==> src/rtl/serial_frame_tx.sv <==
// Framing transmitter: takes a parallel word, waits for the downstream detector,
// then sends a start pulse, preamble, MSB-first payload and an idle gap serially.
module serial_frame_tx #(
  parameter int unsigned      DATA_W  = 8,
  parameter int unsigned      PRE_W   = 4,
  parameter logic [PRE_W-1:0] PRE     = 4'b1101,
  parameter int unsigned      GAP_CYC = 2
) (
  input  logic              clock,
  input  logic              rst,
  input  logic              load,
  input  logic [DATA_W-1:0] data_in,
  input  logic              ready_in,
  output logic              start,
  output logic              serialout,
  output logic              busy,
  output logic              done
);

  localparam int unsigned MAX_LEN = (PRE_W > DATA_W)
                                    ? ((PRE_W > GAP_CYC) ? PRE_W : GAP_CYC)
                                    : ((DATA_W > GAP_CYC) ? DATA_W : GAP_CYC);
  localparam int unsigned CNT_W   = $clog2(MAX_LEN + 1);

  typedef enum logic [2:0] {
    S_IDLE  = 3'd0,
    S_WAIT  = 3'd1,
    S_START = 3'd2,
    S_PRE   = 3'd3,
    S_DATA  = 3'd4,
    S_GAP   = 3'd5
  } state_t;

  state_t             state_q, state_n;
  logic [CNT_W-1:0]   cnt_q, cnt_n;
  logic [DATA_W-1:0]  sreg_q, sreg_n;
  logic [PRE_W-1:0]   pre_q, pre_n;
  logic               start_n, ser_n, busy_n, done_n;

  // Next-state and next-output decode; outputs describe the state being entered.
  always_comb begin
    state_n = state_q;
    cnt_n   = cnt_q;
    sreg_n  = sreg_q;
    pre_n   = pre_q;
    start_n = 1'b0;
    ser_n   = 1'b0;
    busy_n  = busy;
    done_n  = 1'b0;

    unique case (state_q)
      S_IDLE: begin
        busy_n = 1'b0;
        if (load) begin
          sreg_n  = data_in;
          cnt_n   = '0;
          busy_n  = 1'b1;
          state_n = S_WAIT;
        end
      end

      S_WAIT: begin
        if (ready_in) begin
          start_n = 1'b1;
          cnt_n   = '0;
          state_n = S_START;
        end
      end

      S_START: begin
        ser_n   = PRE[PRE_W-1];
        pre_n   = PRE << 1;
        cnt_n   = CNT_W'(PRE_W - 1);
        state_n = S_PRE;
      end

      S_PRE: begin
        if (cnt_q == '0) begin
          // Last preamble bit done: present payload MSB on entry to DATA.
          ser_n   = sreg_q[DATA_W-1];
          sreg_n  = sreg_q << 1;
          cnt_n   = CNT_W'(DATA_W - 1);
          state_n = S_DATA;
        end else begin
          ser_n = pre_q[PRE_W-1];
          pre_n = pre_q << 1;
          cnt_n = cnt_q - CNT_W'(1);
        end
      end

      S_DATA: begin
        if (cnt_q == '0) begin
          cnt_n   = CNT_W'(GAP_CYC - 1);
          state_n = S_GAP;
        end else begin
          ser_n  = sreg_q[DATA_W-1];
          sreg_n = sreg_q << 1;
          cnt_n  = cnt_q - CNT_W'(1);
        end
      end

      S_GAP: begin
        if (cnt_q == '0) begin
          busy_n  = 1'b0;
          done_n  = 1'b1;
          cnt_n   = '0;
          state_n = S_IDLE;
        end else begin
          cnt_n = cnt_q - CNT_W'(1);
        end
      end

      default: begin
        busy_n  = 1'b0;
        cnt_n   = '0;
        state_n = S_IDLE;
      end
    endcase
  end

  // State and registered outputs.
  always_ff @(posedge clock or negedge rst) begin
    if (!rst) begin
      state_q   <= S_IDLE;
      cnt_q     <= '0;
      sreg_q    <= '0;
      pre_q     <= '0;
      start     <= 1'b0;
      serialout <= 1'b0;
      busy      <= 1'b0;
      done      <= 1'b0;
    end else begin
      state_q   <= state_n;
      cnt_q     <= cnt_n;
      sreg_q    <= sreg_n;
      pre_q     <= pre_n;
      start     <= start_n;
      serialout <= ser_n;
      busy      <= busy_n;
      done      <= done_n;
    end
  end

endmodule

==> config.mk <==
export PLATFORM = sky130hd
export DESIGN_NAME = serial_frame_tx
export DESIGN_NICKNAME = d
export VERILOG_FILES = /design/src/rtl/serial_frame_tx.sv
export SDC_FILE = /design/constraint.sdc
export NUM_CORES = 1
export LEC_CHECK = 0
export ABC_AREA = 1
export BUFFER_PORTS_ARGS = -buffer_cell sky130_fd_sc_hd__buf_2
export CAP_MARGIN = 40
export CORE_AREA = 3 3 59 61
export DETAILED_ROUTE_END_ITERATION = 7
export DIE_AREA = 0 0 62 64
export PLACE_DENSITY = 0.65
export SLEW_MARGIN = 0
export SYNTH_ARGS = -nofsm -noshare
export SYNTH_HDL_FRONTEND = slang
export SYNTH_SLANG_ARGS = --single-unit
==> constraint.sdc <==
create_clock -name clock -period 1.4 [get_ports clock]
set_input_delay 0.28 -clock clock [delete_from_list [all_inputs] [get_ports clock]]
set_output_delay 0.28 -clock clock [all_outputs]
set_load 0.02 [all_outputs]
Yosys cells after proc, flatten, opt, wreduce, memory -nomap -nowiden
Cells that the tools add are included.
{"block": "totals", "reg_bits": 23, "latchBits": 0, "ramBits": 0, "romBits": 0, "inputBits": 12, "output_inout_bits": 4, "elab_cells": 60, "memories": 0}
{"block": "op_classes", "addsub": 1, "n_mul": 0, "div": 0, "order_cmp": 0, "n_eq_ne": 12, "n_shift": 0, "n_mux": 28, "n_bitwise": 1, "n_reduce_logical": 10}
{"op": "$mux W4", "n": 6}
{"op": "$mux W8", "n": 3}
{"op": "$pmux W4 S6", "n": 1}
{"op": "$pmux W8 S3", "n": 1}
{"op": "$pmux W3 S6", "n": 1}
{"op": "$mux W3", "n": 5}
{"op": "$ne A2 B2 Y1 const B", "n": 7}
{"op": "$mux W1", "n": 8}
{"op": "$pmux W4 S2", "n": 1}
{"op": "$eq A3 B2 Y1 const B", "n": 2}
{"op": "$eq A3 B3 Y1 const B", "n": 2}
{"op": "$pmux W1 S3", "n": 2}
{"op": "$reduce_and A2 Y1", "n": 3}
{"op": "$reduce_and A5 Y1", "n": 1}
{"op": "$logic_not A4 Y1", "n": 1}
{"op": "$reduce_and A4 Y1", "n": 1}
{"op": "$reduce_or A4 Y1", "n": 1}
{"op": "$sub A4 B1 Y4 const B", "n": 1}
{"op": "$eq A3 B1 Y1 const B", "n": 1}
{"op": "$logic_not A3 Y1", "n": 1}
{"op": "$reduce_bool A3 Y1", "n": 1}
{"op": "$reduce_bool A2 Y1", "n": 1}
{"op": "$not A1 Y1", "n": 1}

Longest topological paths before layout
{"block": "logic_depth", "depth_word": 4, "mapped_depth": 9, "depth_no_buf": 7}

Least setup slack after synthesis
Ideal clock, no wire load.
{"block": "synth_path", "kind": "reg2reg", "start": "register state_q[2]", "end": "register sreg_q[7]", "setup_time_ps": 117, "t_arrival_ps": 1114, "required_ps": 1283, "slack_ps": 169, "path_stages_with_launch": 7, "period_less_slack_ps": 1231, "cell_sequence": "dfrtp_1 inv_2 nand3_4 o21bai_4 nand2_4 nand2_1 nand2_1"}
{"block": "synth_via", "elab_chain_len": 3, "elab_cells_between_ends": 9}
{"item": "start, declared", "line": "34", "text": "state_t state_q, state_n;"}
{"item": "start signal, assigned", "line": "133", "text": "state_q <= state_n;"}
{"item": "$eq A3 B3 Y1 (tied with other cells)", "line": "51", "text": "unique case (state_q)"}
{"item": "$ne A2 B2 Y1 (no line) or $reduce_bool A3 Y1 (tied branches)"}
{"item": "$reduce_and A4 Y1 (no line)"}
{"item": "end signal, assigned", "line": "135", "text": "sreg_q <= sreg_n;"}
{"item": "end, declared", "line": "36", "text": "logic [DATA_W-1:0] sreg_q, sreg_n;"}
Parallel ways exist; a longest one is shown, timed or not.
A chain may end at the register's enable or synchronous reset.

Final worst setup path
{"block": "layout_path", "start": "register state_q[0]", "end": "register state_q[1]"}
{"block": "layout_via", "elab_chain_len": 3, "elab_cells_between_ends": 13}
{"item": "$eq A3 B2 Y1 (tied with other cells)", "line": "51"}
{"item": "$ne A2 B2 Y1 (no line)"}
{"item": "$reduce_and A5 Y1 (no line)"}
Parallel ways exist; a longest one is shown, timed or not.

==> impl_table.tex <==
\begin{tabular}{lr}
\hline
Metric & Value \\
\hline
\multicolumn{2}{l}{\textbf{Critical path}} \\
Worst-path maximum fanout & 6 \\
Crit path capture type & flop \\
Cell chain of the critical path & nor2\_4, nand3b\_1, nand2\_2, inv\_2, nand3\_1, nand2\_1 \\
Crit-path max cell delay & about 0.48 ns \\
Category of the worst setup path launch point & flop \\
Critical setup path kind & flop to flop \\
Master of the slowest instance on the critical path & dfrtp\_2 \\
Data required time at the worst endpoint & about 1.6 ns \\
Arrival time of data at the critical path endpoint & about 1.6 ns \\
\multicolumn{2}{l}{\textbf{Detailed routing}} \\
Iteration-0 DRC Markers & 70 \\
Remaining antenna violation count after routing & 0 \\
Routed via count & 1,130 \\
Final wirelength & between 2000 and 3000 um \\
First-pass iteration count of the detailed router & 4 \\
Number of DRC violations after detailed routing & 0 \\
Average vias per placed instance & between 4 and 5 \\
Routed wire length per instance & around 12 um \\
\multicolumn{2}{l}{\textbf{Global route}} \\
Global-route layer with the greatest usage & met2 \\
Vias in the first global route & 1,013 \\
Initial antenna violation count & 0 \\
Gr ovfl total & 0 \\
Met2 capacity usage during global routing & 0.232 \\
Wire length of the first global-routing pass & between 4000 and 5000 um \\
Pin count of the biggest net entering global routing & 23 \\
Routing usage on met1 & 0.207 \\
Total global routing track utilization & 0.151 \\
Met3 usage in global routing & 0.0242 \\
\multicolumn{2}{l}{\textbf{Floorplanning}} \\
Top Ports & 16 \\
Placement row count & 20 \\
Die area & roughly 4000 sq um \\
Chip Height & about 64 um \\
Initial standard-cell utilization of the core & 0.389 \\
Floorplan die width & approximately 62 um \\
CORE AREA & between 3000 and 4000 sq um \\
\multicolumn{2}{l}{\textbf{Place}} \\
Placement-stage worst setup slack & between 0.006 and 0.007 ns \\
Placer congestion estimate & approximately 0.83 \\
Final HPWL from detailed placement & 1860 um \\
Number of buffers inserted by port buffering & 15 \\
DP Cell Count & roughly 220 \\
Total placed instance area & about 1300 sq um \\
\multicolumn{2}{l}{\textbf{Pwr}} \\
Leak pwr & 0.823 nW \\
PwrDens & around 2400 nW/um\^{}2 \\
Share of total power consumed by net switching & 0.440 \\
Internal power contribution & approximately 0.0021 W \\
Clock share of power & 0.138 \\
Combinational cell fraction of total power & 0.558 \\
Pwr Total & 0.00367 W \\
Sequential share of power & 0.304 \\
Max rail drop VDD & between 700 and 800 uV \\
Reported net switching power & roughly 0.0016 W \\
\multicolumn{2}{l}{\textbf{Synthesis}} \\
Adder-cell share of the synthesized area & 0 \\
Main combinational cell family by area after synthesis & simple AND/OR/NAND/NOR gates \\
Sequential element share of the synthesized area & 0.467 \\
Area fraction in and, or, nand and nor cells after synthesis & 0.436 \\
Register bit count reported by yosys & 22 \\
Post-synthesis xor/xnor area fraction & 0 \\
Syn Nets & 164 \\
Distinct cell type count after synthesis & 21 \\
Cell area after synthesis & approximately 1200 sq um \\
Synthesized-area fraction occupied by ao, oa, aoi and oai cells & 0.0478 \\
Post-synthesis mux area share & 0 \\
Mapped Cells & 152 \\
Post-Syn Area per Cell & slightly below 8 sq um \\
Number of warnings printed during yosys synthesis & 0 \\
\multicolumn{2}{l}{\textbf{Clock network}} \\
CTS H-Tree Depth & 1 \\
Buffer type at the clock tree root & clkbuf\_4 \\
Total number of clock tree sinks & 22 \\
Clock transition at the registers of the reported paths & 0.12 ns \\
CTS tree & done \\
Maximum count of clock buffers along a single path & 2 \\
Clock latency on the worst-skew pair & approximately 0.33 ns \\
CTS buffer count & 3 \\
\multicolumn{2}{l}{\textbf{STA}} \\
Pin slew with the least headroom to its limit & around 0.5 ns \\
FMAX & around 730 MHz \\
Final Hold Viols & 0 \\
Clock Skew & between 0.01 and 0.015 ns \\
Pins Over Slew Limit & 0 \\
Clock period minus final worst setup slack & approximately 1.4 ns \\
Tightest slew margin relative to the limit & 0.667 \\
Number of setup violations in the final report & 0 \\
Worst-case setup margin in the final layout & 0.0238 ns \\
Unrepaired setup endpoints after global routing & yes \\
Final critical-path share of the clock period & 0.983 \\
\multicolumn{2}{l}{\textbf{Min path}} \\
Hold/Removal Path Class & input pin to flop \\
\multicolumn{2}{l}{\textbf{Final layout}} \\
Fraction of layout instances using a drive strength above 1 & 0.305 \\
Number of inserted diodes & 0 \\
Count of non-filler cells in the finished layout & approximately 230 \\
Layout overhead on the synthesized area & 30.6\% \\
Most frequent standard cell in the layout excluding fill and tap cells & nand2\_1 \\
Finished layout cell area & 1540 sq um \\
Top library cells by usage in the layout, fill and taps aside & 55 x nand2\_1, 32 x nand3\_1, 19 x dfrtp\_1 \\
Layout net count & 200 \\
\multicolumn{2}{l}{\textbf{Flow run}} \\
Maxcap violations & 0 \\
\multicolumn{2}{l}{\textbf{Outcome}} \\
Result of the run & finished clean \\
\hline
\end{tabular}
==> critical path: cells and delay by family (launching register included) <==
family,cells,cell delay (ns)
buffers and inverters,1,0.08
flip-flops,1,0.48
AND/OR/NAND/NOR,5,0.71
==> power by group through the flow <==
stage | combinational, W | clock [W] | sequential (W)
after floorplan | 0.00123 | 0 | 0.00110
after global placement | 0.00159 | 0 | 0.00111
after detailed placement | 0.00164 | 0 | 0.00112
after CTS | 0.00167 | 0.000514 | 0.00111
after global routing | 0.00229 | 0.000541 | 0.00115
final | 0.00205 | 0.000507 | 0.00111
==> what timing repair did <==
item                                    CTS  global route
pin swaps                                 0             5
gates resized for setup                   1            13
setup buffers                             2             9
hold endpoints to repair                 22             0
hold buffers                              1             0
endpoints found under the setup margin    2            13
==> per-layer routing <==
metal  wire length (um)  share of wire
met3                134          0.046
met2               1380           0.48
met1               1270           0.44
met5                  0              0
met4                 95          0.033
==> state kept, by name, indices dropped and copies added (netlist names) <==
register and cells:
busy 1, cnt_q 4, done 1, pre_q 3, serialout 1, sreg_q 8
start 1, state_q 3
==> cells by family (layout without fill, tap and decap cells) <==
family	count (synthesis)	after routing
simple gates	110	110
compound gates	8	8
buf+inv	12	47
flops	22	22
==> path summary, 6_finish.rpt <==
path,startpoint,to,slack (ns),cells past startpoint
worst max-delay path,state_q[0],state_q[1],0.02,6
worst min-delay path,ready_in,start,0.17,3
worst max register to register,state_q[0],state_q[1],0.02,6
worst min register to register,pre_q[1],pre_q[1],0.49,2
max in group asynchronous,rst,state_q[2],0.60,2
min in group asynchronous,rst,pre_q[2],0.43,2
==> through the flow <==
step | hold slack (ns) | TNS (ns) | utilization
6_report | 0.173 | 0 | 0.508
3_5_place_dp | 0.281 | 0 | 0.442
3_3_place_gp | 0.278 | 0 | 0.442
2_1_floorplan | -0.0156 | 0 | -
4_1_cts | 0.178 | 0 | 0.468
5_1_grt | 0.176 | -0.193 | 0.508
==> synth_stat cells <==
cell type,count,area share
nor2_2,1,0.0053
nand2_2,3,0.016
nor2_1,9,0.029
nand3_1,32,0.14
nand3b_1,1,0.0064
nor2_4,2,0.019
o21bai_4,1,0.016
nor3_1,1,0.0042
o21ai_0,2,0.0085
inv_1,8,0.025
nand4_1,1,0.0053
buf_2,1,0.0042
nand2_1,57,0.18
nand2_4,2,0.019
dfrtp_1,22,0.47
a21boi_1,1,0.0064
nand3_4,1,0.015
buf_4,1,0.0064
a21oi_1,4,0.017
inv_2,1,0.0032
buf_6,1,0.0096
==> layout make-up <==
cell class                 instances  area [sq um]
timing repair buffer              34           236
fill                             291          1490
multi-input combinational        118           607
inverter                           9          33.8
clock buffer                       3          22.5
tap                               44          55.1
sequential                        22           554
clock inverter                     1          30.0
Note: power is estimated with default switching activity, not from simulation.
